==> config.mk <==
export PLATFORM = sky130hd
export DESIGN_NAME = nabp_sinogram_arbiter
export DESIGN_NICKNAME = d
export VERILOG_FILES = /design/src/rtl/nabp_arbiter_pkg.sv /design/src/rtl/nabp_rr_select.sv /design/src/rtl/nabp_sinogram_arbiter.sv
export SDC_FILE = /design/constraint.sdc
export NUM_CORES = 1
export LEC_CHECK = 0
export ABC_AREA = 1
export BUFFER_PORTS_ARGS = -buffer_cell sky130_fd_sc_hd__buf_2
export CORE_MARGIN = 2
export CORE_UTILIZATION = 47
export CTS_BUF_LIST = sky130_fd_sc_hd__clkbuf_2
export DETAILED_ROUTE_END_ITERATION = 10
export PLACE_DENSITY_LB_ADDON = 0.08
export REMOVE_ABC_BUFFERS = 1
export SETUP_SLACK_MARGIN = 0.3
export SKIP_LAST_GASP = 1
export SYNTH_ARGS = -nofsm -noshare
export SYNTH_HDL_FRONTEND = slang
export SYNTH_SLANG_ARGS = --single-unit
==> constraint.sdc <==
create_clock -name clk -period 2.6 [get_ports clk]
set_input_delay 0.52 -clock clk [delete_from_list [all_inputs] [get_ports clk]]
set_output_delay 0.52 -clock clk [all_outputs]
set_load 0.02 [all_outputs]
==> src/rtl/nabp_arbiter_pkg.sv <==
// Shared constants and helpers for the NABP sinogram read arbiter.
// Default widths follow the sinogram address and sample lengths used across NABP.
package nabp_arbiter_pkg;

    localparam int kSinogramAddressLength = 16;
    localparam int kDataLength            = 12;
    localparam int kDefaultNumReq         = 4;
    localparam int kDefaultRamLatency     = 1;

    // Width of an encoded requester index; never narrower than one bit so a
    // single-requester build still has a legal vector.
    function automatic int tag_width(input int num_req);
        return (num_req > 1) ? $clog2(num_req) : 1;
    endfunction

endpackage

==> src/rtl/nabp_rr_select.sv <==
// Rotating-priority one-hot selector: the first asserted request at or after
// ptr (wrapping at NUM_REQ-1 -> 0) wins. Purely combinational.
module nabp_rr_select
    import nabp_arbiter_pkg::*;
#(
    parameter int NUM_REQ = kDefaultNumReq,
    parameter int IDX_W   = tag_width(NUM_REQ)
) (
    input  logic [NUM_REQ-1:0] req,
    input  logic [IDX_W-1:0]   ptr,
    output logic [NUM_REQ-1:0] gnt,
    output logic [IDX_W-1:0]   idx
);

    logic found;
    int   pos;

    // Walk the candidates in priority order and latch onto the first requester
    always_comb begin
        gnt   = '0;
        idx   = '0;
        found = 1'b0;
        pos   = 0;
        for (int o = 0; o < NUM_REQ; o++) begin
            pos = int'(ptr) + o;
            if (pos >= NUM_REQ) begin
                pos = pos - NUM_REQ;
            end
            for (int i = 0; i < NUM_REQ; i++) begin
                if (!found && (pos == i) && req[i]) begin
                    found  = 1'b1;
                    gnt[i] = 1'b1;
                    idx    = IDX_W'(i);
                end
            end
        end
    end

endmodule

==> src/rtl/nabp_sinogram_arbiter.sv <==
// Round-robin arbiter sharing the single sinogram RAM read port between the
// NABP fetch front-ends. One read issues per cycle; a tag pipeline matched to
// the RAM latency steers each returned sample back to its requester.
module nabp_sinogram_arbiter
    import nabp_arbiter_pkg::*;
#(
    parameter int NUM_REQ     = kDefaultNumReq,
    parameter int ADDR_W      = kSinogramAddressLength,
    parameter int DATA_W      = kDataLength,
    parameter int RAM_LATENCY = kDefaultRamLatency
) (
    input  logic                      clk,
    input  logic                      reset_n,
    input  logic                      clear,
    input  logic [NUM_REQ-1:0]        req,
    input  logic [NUM_REQ*ADDR_W-1:0] req_addr,
    output logic [NUM_REQ-1:0]        gnt,
    output logic [ADDR_W-1:0]         sg_addr,
    input  logic [DATA_W-1:0]         sg_val,
    output logic [NUM_REQ-1:0]        rvalid,
    output logic [DATA_W-1:0]         rdata,
    output logic                      busy
);

    localparam int IDX_W = tag_width(NUM_REQ);
    localparam int DEPTH = RAM_LATENCY + 1;

    logic [IDX_W-1:0]   ptr;
    logic [IDX_W-1:0]   next_ptr;
    logic [IDX_W-1:0]   sel_idx;
    logic [NUM_REQ-1:0] sel_gnt;
    logic               grant_any;
    logic [ADDR_W-1:0]  grant_addr;
    logic [DEPTH-1:0]   tag_valid;
    logic [IDX_W-1:0]   tag_idx [DEPTH];

    nabp_rr_select #(
        .NUM_REQ (NUM_REQ),
        .IDX_W   (IDX_W)
    ) u_select (
        .req (req),
        .ptr (ptr),
        .gnt (sel_gnt),
        .idx (sel_idx)
    );

    // Suppress the grant while reset is held or a flush is requested
    always_comb begin
        gnt = sel_gnt;
        if (reset_n || clear) begin
            gnt = '0;
        end
    end

    assign grant_any = |gnt;

    // Pick out the address slice belonging to the selected requester
    always_comb begin
        grant_addr = '0;
        for (int i = 0; i < NUM_REQ; i++) begin
            if (sel_gnt[i]) begin
                grant_addr = req_addr[i*ADDR_W +: ADDR_W];
            end
        end
    end

    // Priority moves to the requester just after the winner, wrapping at the top
    always_comb begin
        if (sel_idx == IDX_W'(NUM_REQ - 1)) begin
            next_ptr = '0;
        end else begin
            next_ptr = sel_idx + 1'b1;
        end
    end

    // Pointer, RAM address, tag shift pipeline and response output registers
    always_ff @(posedge clk or posedge reset_n) begin
        if (reset_n) begin
            ptr       <= '0;
            sg_addr   <= '0;
            tag_valid <= '0;
            for (int k = 0; k < DEPTH; k++) begin
                tag_idx[k] <= '0;
            end
            rvalid    <= '0;
            rdata     <= '0;
        end else begin
            if (grant_any) begin
                sg_addr <= grant_addr;
            end
            tag_idx[0] <= sel_idx;
            for (int k = 1; k < DEPTH; k++) begin
                tag_idx[k] <= tag_idx[k-1];
            end
            if (clear) begin
                ptr       <= '0;
                tag_valid <= '0;
                rvalid    <= '0;
            end else begin
                if (grant_any) begin
                    ptr <= next_ptr;
                end
                tag_valid <= {tag_valid[DEPTH-2:0], grant_any};
                for (int i = 0; i < NUM_REQ; i++) begin
                    rvalid[i] <= tag_valid[DEPTH-1] && (tag_idx[DEPTH-1] == IDX_W'(i));
                end
                if (tag_valid[DEPTH-1]) begin
                    rdata <= sg_val;
                end
            end
        end
    end

    assign busy = (|tag_valid) | (|rvalid);

endmodule

==> results of run 1 <==
==> logic make-up (layout without fill, tap and decap cells) <==
group           Yosys count  count (layout)  share of synthesized area (%)
compound gates            2               2                          0.708
mux                      12              12                           5.88
flops                    40              40                           43.5
simple gates            203             203                           43.3
buf+inv                  34             184                           6.59
==> sequential cells by signal (all words and copies together) (netlist names) <==
| signal | flops |
|---|---|
| sg_addr | 16 |
| rdata | 12 |
| rvalid | 4 |
| tag_idx | 4 |
| ptr | 2 |
| tag_valid | 2 |
==> how the worst min path moves through the flow <==
stage	from	to	slack (ps)
after global placement	tag_idx[3]	tag_idx[1]	330
after CTS	reset_n	tag_valid[1]	9
after detailed placement	tag_idx[2]	tag_idx[0]	340
after floorplan	tag_idx[2]	tag_idx[0]	330
after global routing	reset_n	tag_valid[1]	20
final	reset_n	sg_addr[14]	30
==> through the flow <==
stage	worst slack, ps	hold WS, ps	instance area, um2
finish	-250	29.5	3360
floorplan	121	331	2250
CTS	-301	8.79	3310
detailed placement	-5.92	337	3020
global placement	35.3	333	3020
global route	-417	23.9	3360
==> layout make-up <==
cell class                      instances  area share (%)
Clock buffer                            6           0.893
Clock inverter                          2            1.04
Inverter                               27            3.01
Multi-Input combinational cell        217            36.9
Sequential cell                        40            29.8
Tap cell                               67            2.49
Timing Repair Buffer                  149            25.8
==> where the power goes <==
group          switching (W)  leakage (nW)  internal [W]
logic                0.00137          1.32      0.000912
registers           0.000168         0.503      0.000885
clock network       0.000206        0.0430      0.000166
total                0.00174          1.86       0.00196
==> metal layers <==
metal / up-vias / GRT usage, %
met5: - / 0
met2: 155 / 40.3
met1: 1148 / 31.3
met4: 0 / 10.1
met3: 21 / 5.83
li1: 1236 / -
==> what timing repair did <==
item	in CTS	in global routing
gates resized for setup	41	3
pin swaps	8	6
endpoints found under the setup margin	23	23
setup buffers	9	7
gates cloned	2	0
endpoints found under the hold margin	0	0
==> cells in the mapped netlist <==
cell        n  area share, %
nand2_1   119             19
dfrtp_1    40             44
inv_1      27            4.4
nand4_1    21            5.7
nand2_2    17            4.6
nor2_1     15            2.4
mux2_2     12            5.9
nand3_1    12            2.6
nor3_1      6            1.3
buf_2       4           0.87
nor2_4      4            2.0
nand4_2     3            1.6
nand2_4     2           0.98
nand4_4     2            1.9
buf_6       1           0.49
buf_8       1           0.65
clkbuf_1    1           0.16
nand3_2     1           0.44
nor4_1      1           0.27
o211a_1     1           0.44
o22ai_1     1           0.27
==> worst reg2reg max path, stage by stage (launching register included) <==
cell	delay (ps)
dfrtp_2	530
inv_2	90
nor2_2	200
nand2_1	140
nand4_4	130
nor2_4	50
buf_4	140
nand4_1	100
nand3_1	100
inv_1	110
nand2_4	70
nand2_4	60
buf_4	110
buf_6	100
nand2_4	50
nor2_4	150
buf_6	160
nand3_2	60
nand2_1	60
==> qor.csv, run 1 <==
stage,metric,value,unit
run_status,status,finished with violations,
run_status,failing checks,negative setup slack,
finish,Total Nets Final,523,
critical_path,Reg-to-Reg End,ptr[1],
drt,Via density,5.04,
finish,"commonest non-fill, non-tap cell in the layout",buf_2,
timing,RSZ-0062 raised after global routing,yes,
pwr,PD cells,1100,nW/um2
grt,vias in the first global route,2382,
floorplanning,initial core utilization,48.7,%
pwr,Max IR drop VDD,0.520,mV
hold_path,Hold WC Path Type,input port to asynchronous set/reset pin,
pwr,total leakage power,1.86,nW
placement,estimated wirelength of the detail-placed design,4.66,mm
drt,met3 wire length,636,um
drt,WL/cell,12.8,um
timing,"Hold Vio Cnt, Final",0,
finish,area of the multi-input gates,1240,um2
clocking,clock root buffer,clkbuf_2,
clocking,CTS tree,yes,
clocking,TritonCTS Buffers,5,
clocking,Max Root-Sink Buffers,2,
clocking,clk slew on worst S/H paths,230,ps
critical_path,worst-path cell chain,nand3_2 -> nand2_2 -> nor2_4 -> nand4_4 -> nor2_4 -> nand4_4 -> nor2_4 -> nand4_4 -> nand2_2 -> nand2_2 -> inv_2 -> buf_6,
drt,DRC,0,
drt,uppermost layer routed,met4,
finish,layout cells sized above 1,49.4,%
critical_path,r2r setup slk,120,ps
floorplanning,Core ar.,4720,um2
timing,Worst-Margin Slew,594,ps
placement,Final GP Congestion,0.886,
finish,# diodes,0,
drt,DRT Wirelength,6.53,mm
critical_path,worst reg2reg startpoint,ptr[0],
critical_path,crit-path max cell delay,550,ps
critical_path,Levels on crit path,12,
floorplanning,Top Ports,120,
clocking,Post-CTS Hold Buffers,0,
critical_path,Buf/Inv on CP,2,
critical_path,Top delay family on crit path,simple AND/OR/NAND/NOR gates,
synthesis,Mapped Area,2300,um2
floorplanning,die height,73.9,um
critical_path,Critical Path Start,ptr[1],
synthesis,fraction of the yosys area taken by sequential cells,43.5,%
critical_path,number of cells on the worst reg-to-reg path,18,
placement,port buffer count,119,
critical_path,worst path required time,2080,ps
timing,pins over their slew limit,0,
critical_path,Setup crit start kind,register,
finish,Final Util,71.2,%
synthesis,total of warnings raised by yosys,0,
synthesis,Seq cells post-synth,40,
floorplanning,row cnt,25,
timing,Slew HR,60.3,%
drt,metal2 WL,3.04,mm
finish,Reg area,1000,um2
synthesis,Cells after Synth,291,
floorplanning,Die Wd,73.9,um
synthesis,synth unique cells,21,
critical_path,Crit Path Category,register to output port,
synthesis,Synth Area per Inst,7.90,um2
timing,crit share post-route,110,%
critical_path,Slowest cell on crit path,dfrtp_2,
finish,P&R area growth vs syn,46.4,%
timing,Clock Skew,28.0,ps
pwr,Final Power,0.00371,W
grt,first-pass GRT wire length,10.4,mm
drt,ANT nets after route,0,
timing,# setup viols final,4,
grt,antenna violations before repair,0,
timing,Final Critical Period,2850,ps
clocking,H-tree Lvls,2,
drt,First-pass DRT Iterations,5,
critical_path,worst setup path end,gnt[3],
drt,metal1 wirelength,2.72,mm
floorplanning,die area,5470,um2
clocking,clk_lat worst skew,400,ps
finish,Final Non-Filler Cells,508,
critical_path,critical path endpoint category,output port,
timing,Total Neg Setup Slack,-961,ps
timing,fin worst setup slack,-250,ps
critical_path,CP max FO,7,
clocking,CTS sink count,40,
drt,via count,2560,
grt,GRT Total Usage,24.6,%
grt,Congestion Overflow GR,0,
placement,# placed instances,482,
drt,DRT iter0 DRCs,164,
run,Max Cap Viol,0,
critical_path,Crit path arrival time,2330,ps
timing,Fmax achieved,0.351,GHz
finish,filler cell count,389,
grt,largest net degree at the start of global routing,34,
finish,most frequent cells in the layout,"buf_2 (115), nand2_1 (114), dfrtp_1 (38), buf_4 (24)",
Note: power is estimated with default switching activity, not from simulation.
==> run 2: changes to the inputs <==
CORE_UTILIZATION = 48   (was 47)
CTS_CLUSTER_DIAMETER = 40   (was default)
RECOVER_POWER = 25   (was default)
SYNTH_HIERARCHICAL = 1   (was default)
==> qor.csv, run 2 <==
stage,metric,value,unit,change
finish,# diodes,0,,unchanged
synthesis,"EDFF count, synth",0,,unchanged
pwr,total leakage power,2.07,nW,+11%
synthesis,Cells after Synth,347,,+19%
pwr,Final Power,0.00458,W,+24%
floorplanning,row cnt,26,,+4.0%
timing,# setup viols final,22,,+18
finish,most frequent cells in the layout,"nand2_1 (121), buf_2 (114), buf_4 (42), dfrtp_1 (38), a21oi_1 (33)",,
finish,Largest regs,"sg_addr x16, rdata x12",,
synthesis,most common cell in the synthesized netlist,nand2_1,,
critical_path,Reg-to-Reg End,sg_addr[6],,
hold_path,Hold WC Path Type,input port to asynchronous set/reset pin,,
critical_path,worst reg2reg startpoint,ptr[0],,
drt,First-pass DRT Iterations,5,,unchanged
drt,Via density,5.04,,about the same
grt,GRT Total Usage,26.0,%,+1.5 points
synthesis,Seq cells post-synth,40,,unchanged
drt,DRT iter0 DRCs,131,,-20%
run_status,status,finished with violations,,
synthesis,predominant post-synthesis flop cell,dfrtp_1,,
clocking,clk_lat worst skew,390,ps,about the same
pwr,Psw,0.00227,W,+31%
floorplanning,Top Ports,120,,unchanged
clocking,H-tree Lvls,2,,unchanged
finish,filler cell count,428,,+10%
critical_path,Crit path arrival time,2440,ps,+110 ps
drt,via count,2877,,+12%
critical_path,CP max FO,6,,-1
clocking,clock root buffer,clkbuf_2,,
critical_path,worst-path cell chain,inv_2 -> nand3_2 -> buf_4 -> buf_4 -> buf_4 -> buf_4 -> buf_4 -> buf_4 -> nand2_1 -> inv_1 -> nand3_2 -> clkinv_2 -> nor2_1 -> buf_4,,
timing,fin worst setup slack,-361,ps,-111 ps
floorplanning,initial core utilization,49.7,%,+1.1 points
timing,crit share post-route,114,%,+4.3 points
drt,WL/cell,13.6,um,+5.8%
pwr,Comb power frac,69.1,%,+7.5 points
floorplanning,Die Wd,76.7,um,+3.8%
pwr,Max IR drop VDD,1.04,mV,+100%
grt,largest net degree at the start of global routing,29,,-15%
drt,DRT Wirelength,7.76,mm,+19%
finish,"commonest non-fill, non-tap cell in the layout",nand2_1,,
critical_path,crit-path most repeated cell,buf_4,,
clocking,CTS sink count,40,,unchanged
timing,Fmax achieved,0.338,GHz,-3.7%
critical_path,crit-path max cell delay,530,ps,-20 ps
synthesis,synth unique cells,27,,+29%
timing,Clock Skew,11.6,ps,-16.4 ps
critical_path,worst path required time,2080,ps,about the same
pwr,PD cells,1270,nW/um2,+15%
grt,vias in the first global route,2722,,+14%
synthesis,Synth async-reset ratio,100,%,unchanged
synthesis,Synth Area per Inst,7.32,um2,-7.3%
synthesis,Yosys top cell area share,39.4,%,-4.1 points
critical_path,r2r setup slk,-130,ps,-250 ps
timing,pins over their slew limit,0,,unchanged
grt,antenna violations before repair,0,,unchanged
grt,first-pass GRT wire length,12.3,mm,+18%
clocking,clk slew on worst S/H paths,200,ps,-30 ps
timing,Total Neg Setup Slack,-3320,ps,-2360 ps
finish,Total Nets Final,583,,+11%
timing,RSZ-0062 raised after global routing,yes,,
drt,ANT nets after route,0,,unchanged
placement,estimated wirelength of the detail-placed design,5.39,mm,+16%
run_status,failing checks,negative setup slack,,
clocking,CTS tree,yes,,
floorplanning,die height,76.7,um,+3.8%
synthesis,Synth area leaders,"dfrtp_1 (39%), nand2_1 (18%), a21oi_1 (6.5%), nand3_1 (5.3%), mux2_2 (5.3%)",,
clocking,TritonCTS Buffers,5,,unchanged
floorplanning,die area,5890,um2,+7.7%
critical_path,Crit Path Category,register to output port,,
timing,Worst-Margin Slew,1000,ps,+410 ps
critical_path,Slowest cell on crit path,dfrtp_2,,
finish,P&R area growth vs syn,42.1,%,
run,Max Cap Viol,0,,unchanged
grt,Congestion Overflow GR,0,,unchanged
synthesis,total of warnings raised by yosys,6,,+6
finish,Biggest register,sg_addr,,
synthesis,leading area contributor after synthesis,dfrtp_1,,
critical_path,critical path endpoint category,output port,,
critical_path,number of cells on the worst reg-to-reg path,18,,unchanged
clocking,Post-CTS Hold Buffers,0,,unchanged
synthesis,Mapped Area,2540,um2,+11%
pwr,register share of total power,22.9,%,-5.5 points
timing,"Hold Vio Cnt, Final",0,,unchanged
synthesis,fraction of the yosys area taken by sequential cells,39.4,%,-4.1 points
placement,Final GP Congestion,0.994,,+12%
floorplanning,Core ar.,5110,um2,+8.1%
placement,port buffer count,119,,unchanged
finish,layout cells sized above 1,44.3,%,-5.1 points
pwr,Sw Share,49.6,%,+2.6 points
clocking,Max Root-Sink Buffers,2,,unchanged
critical_path,Setup crit start kind,register,,
timing,Final Critical Period,2960,ps,+111 ps
pwr,P_int,0.00231,W,+18%
pwr,power share of the clock group,8.0,%,-2.0 points
synthesis,Commonest cells post-synth,"nand2_1 (123), dfrtp_1 (40), a21oi_1 (33), nor2_1 (32), nand3_1 (27)",,
drt,DRC,0,,unchanged
timing,Slew HR,32.6,%,-28 points
finish,Largest register FFs,16,,unchanged
run 2: changes by cell type after synthesis, sizes merged, moves of 3 or more:
cell and change:
nor2 +17, nand4 -17, a21oi +33, inv -3, nand3 +14, buf +7
run 2: cell type report:
class,count,area (um2),share of cell area (%)
Clock inverter,3,42.5,1.18
Inverter,26,106,2.95
Timing Repair Buffer,161,952,26.4
Clock buffer,5,25.0,0.693
Multi-Input combinational cell,266,1390,38.6
Sequential cell,40,1000,27.8
Tap cell,70,87.6,2.43
run 2: logic make-up after synthesis:
group,Yosys count,synth area share (%)
simple gates,217,38.8
buf+inv,41,7.98
flops,40,39.4
compound gates,36,8.13
mux,12,5.32
xor+xnor,1,0.345
run 2: power by group through the flow:
stage | combinational [W] | sequential [W] | clock, W
6_report | 0.00317 | 0.00105 | 0.000365
3_5_place_dp | 0.00278 | 0.00105 | 0
2_1_floorplan | 0.00161 | 0.00127 | 0
5_1_grt | 0.00349 | 0.00108 | 0.000408
3_3_place_gp | 0.00274 | 0.00103 | 0
4_1_cts | 0.00302 | 0.00105 | 0.000377
run 2: critical path: cells and delay by family (launching register included):
kind	cells	cell delay (ps)
buffers and inverters	10	1170
flip-flops	1	530
AND/OR/NAND/NOR	4	370
run 2: repair_timing:
| item | CTS | global route |
|---|---|---|
| buffers inserted | 17 | 5 |
| hold endpoints to repair | 0 | 0 |
| gates resized for setup | 18 | 7 |
| endpoints found under the setup margin | 23 | 23 |
| pin swaps | 8 | 9 |
run 2: worst max path at each step:
stage	startpoint	to	slack, ps	cells after the start
floorplan	req[3]	gnt[2]	-580	11
global placement	req[1]	gnt[1]	20	13
detailed placement	req[1]	sg_addr[1]	-60	16
CTS	ptr[0]	gnt[3]	-250	13
global route	ptr[1]	gnt[2]	-480	13
finish	ptr[0]	gnt[2]	-360	14
run 2: through the flow:
stage / utilization, % / std cells / hold WS (ps) / worst slack (ps) / cell area (um2)
finish: 70.7 / 571 / 231 / -361 / 3610
global route: 70.7 / 571 / 255 / -483 / 3610
CTS: 69.5 / 566 / 235 / -251 / 3550
detailed placement: 64.5 / 541 / 341 / -58.6 / 3300
global placement: 64.5 / 541 / 333 / 15.4 / 3300
floorplan: - / 332 / 331 / -582 / 2440
run 2: routing by layer:
layer | wire (um) | GRT usage, %
met5 | 0 | 0
met4 | 208 | 9.64
met2 | 3750 | 46.3
met3 | 636 | 4.12
met1 | 3170 | 31.6
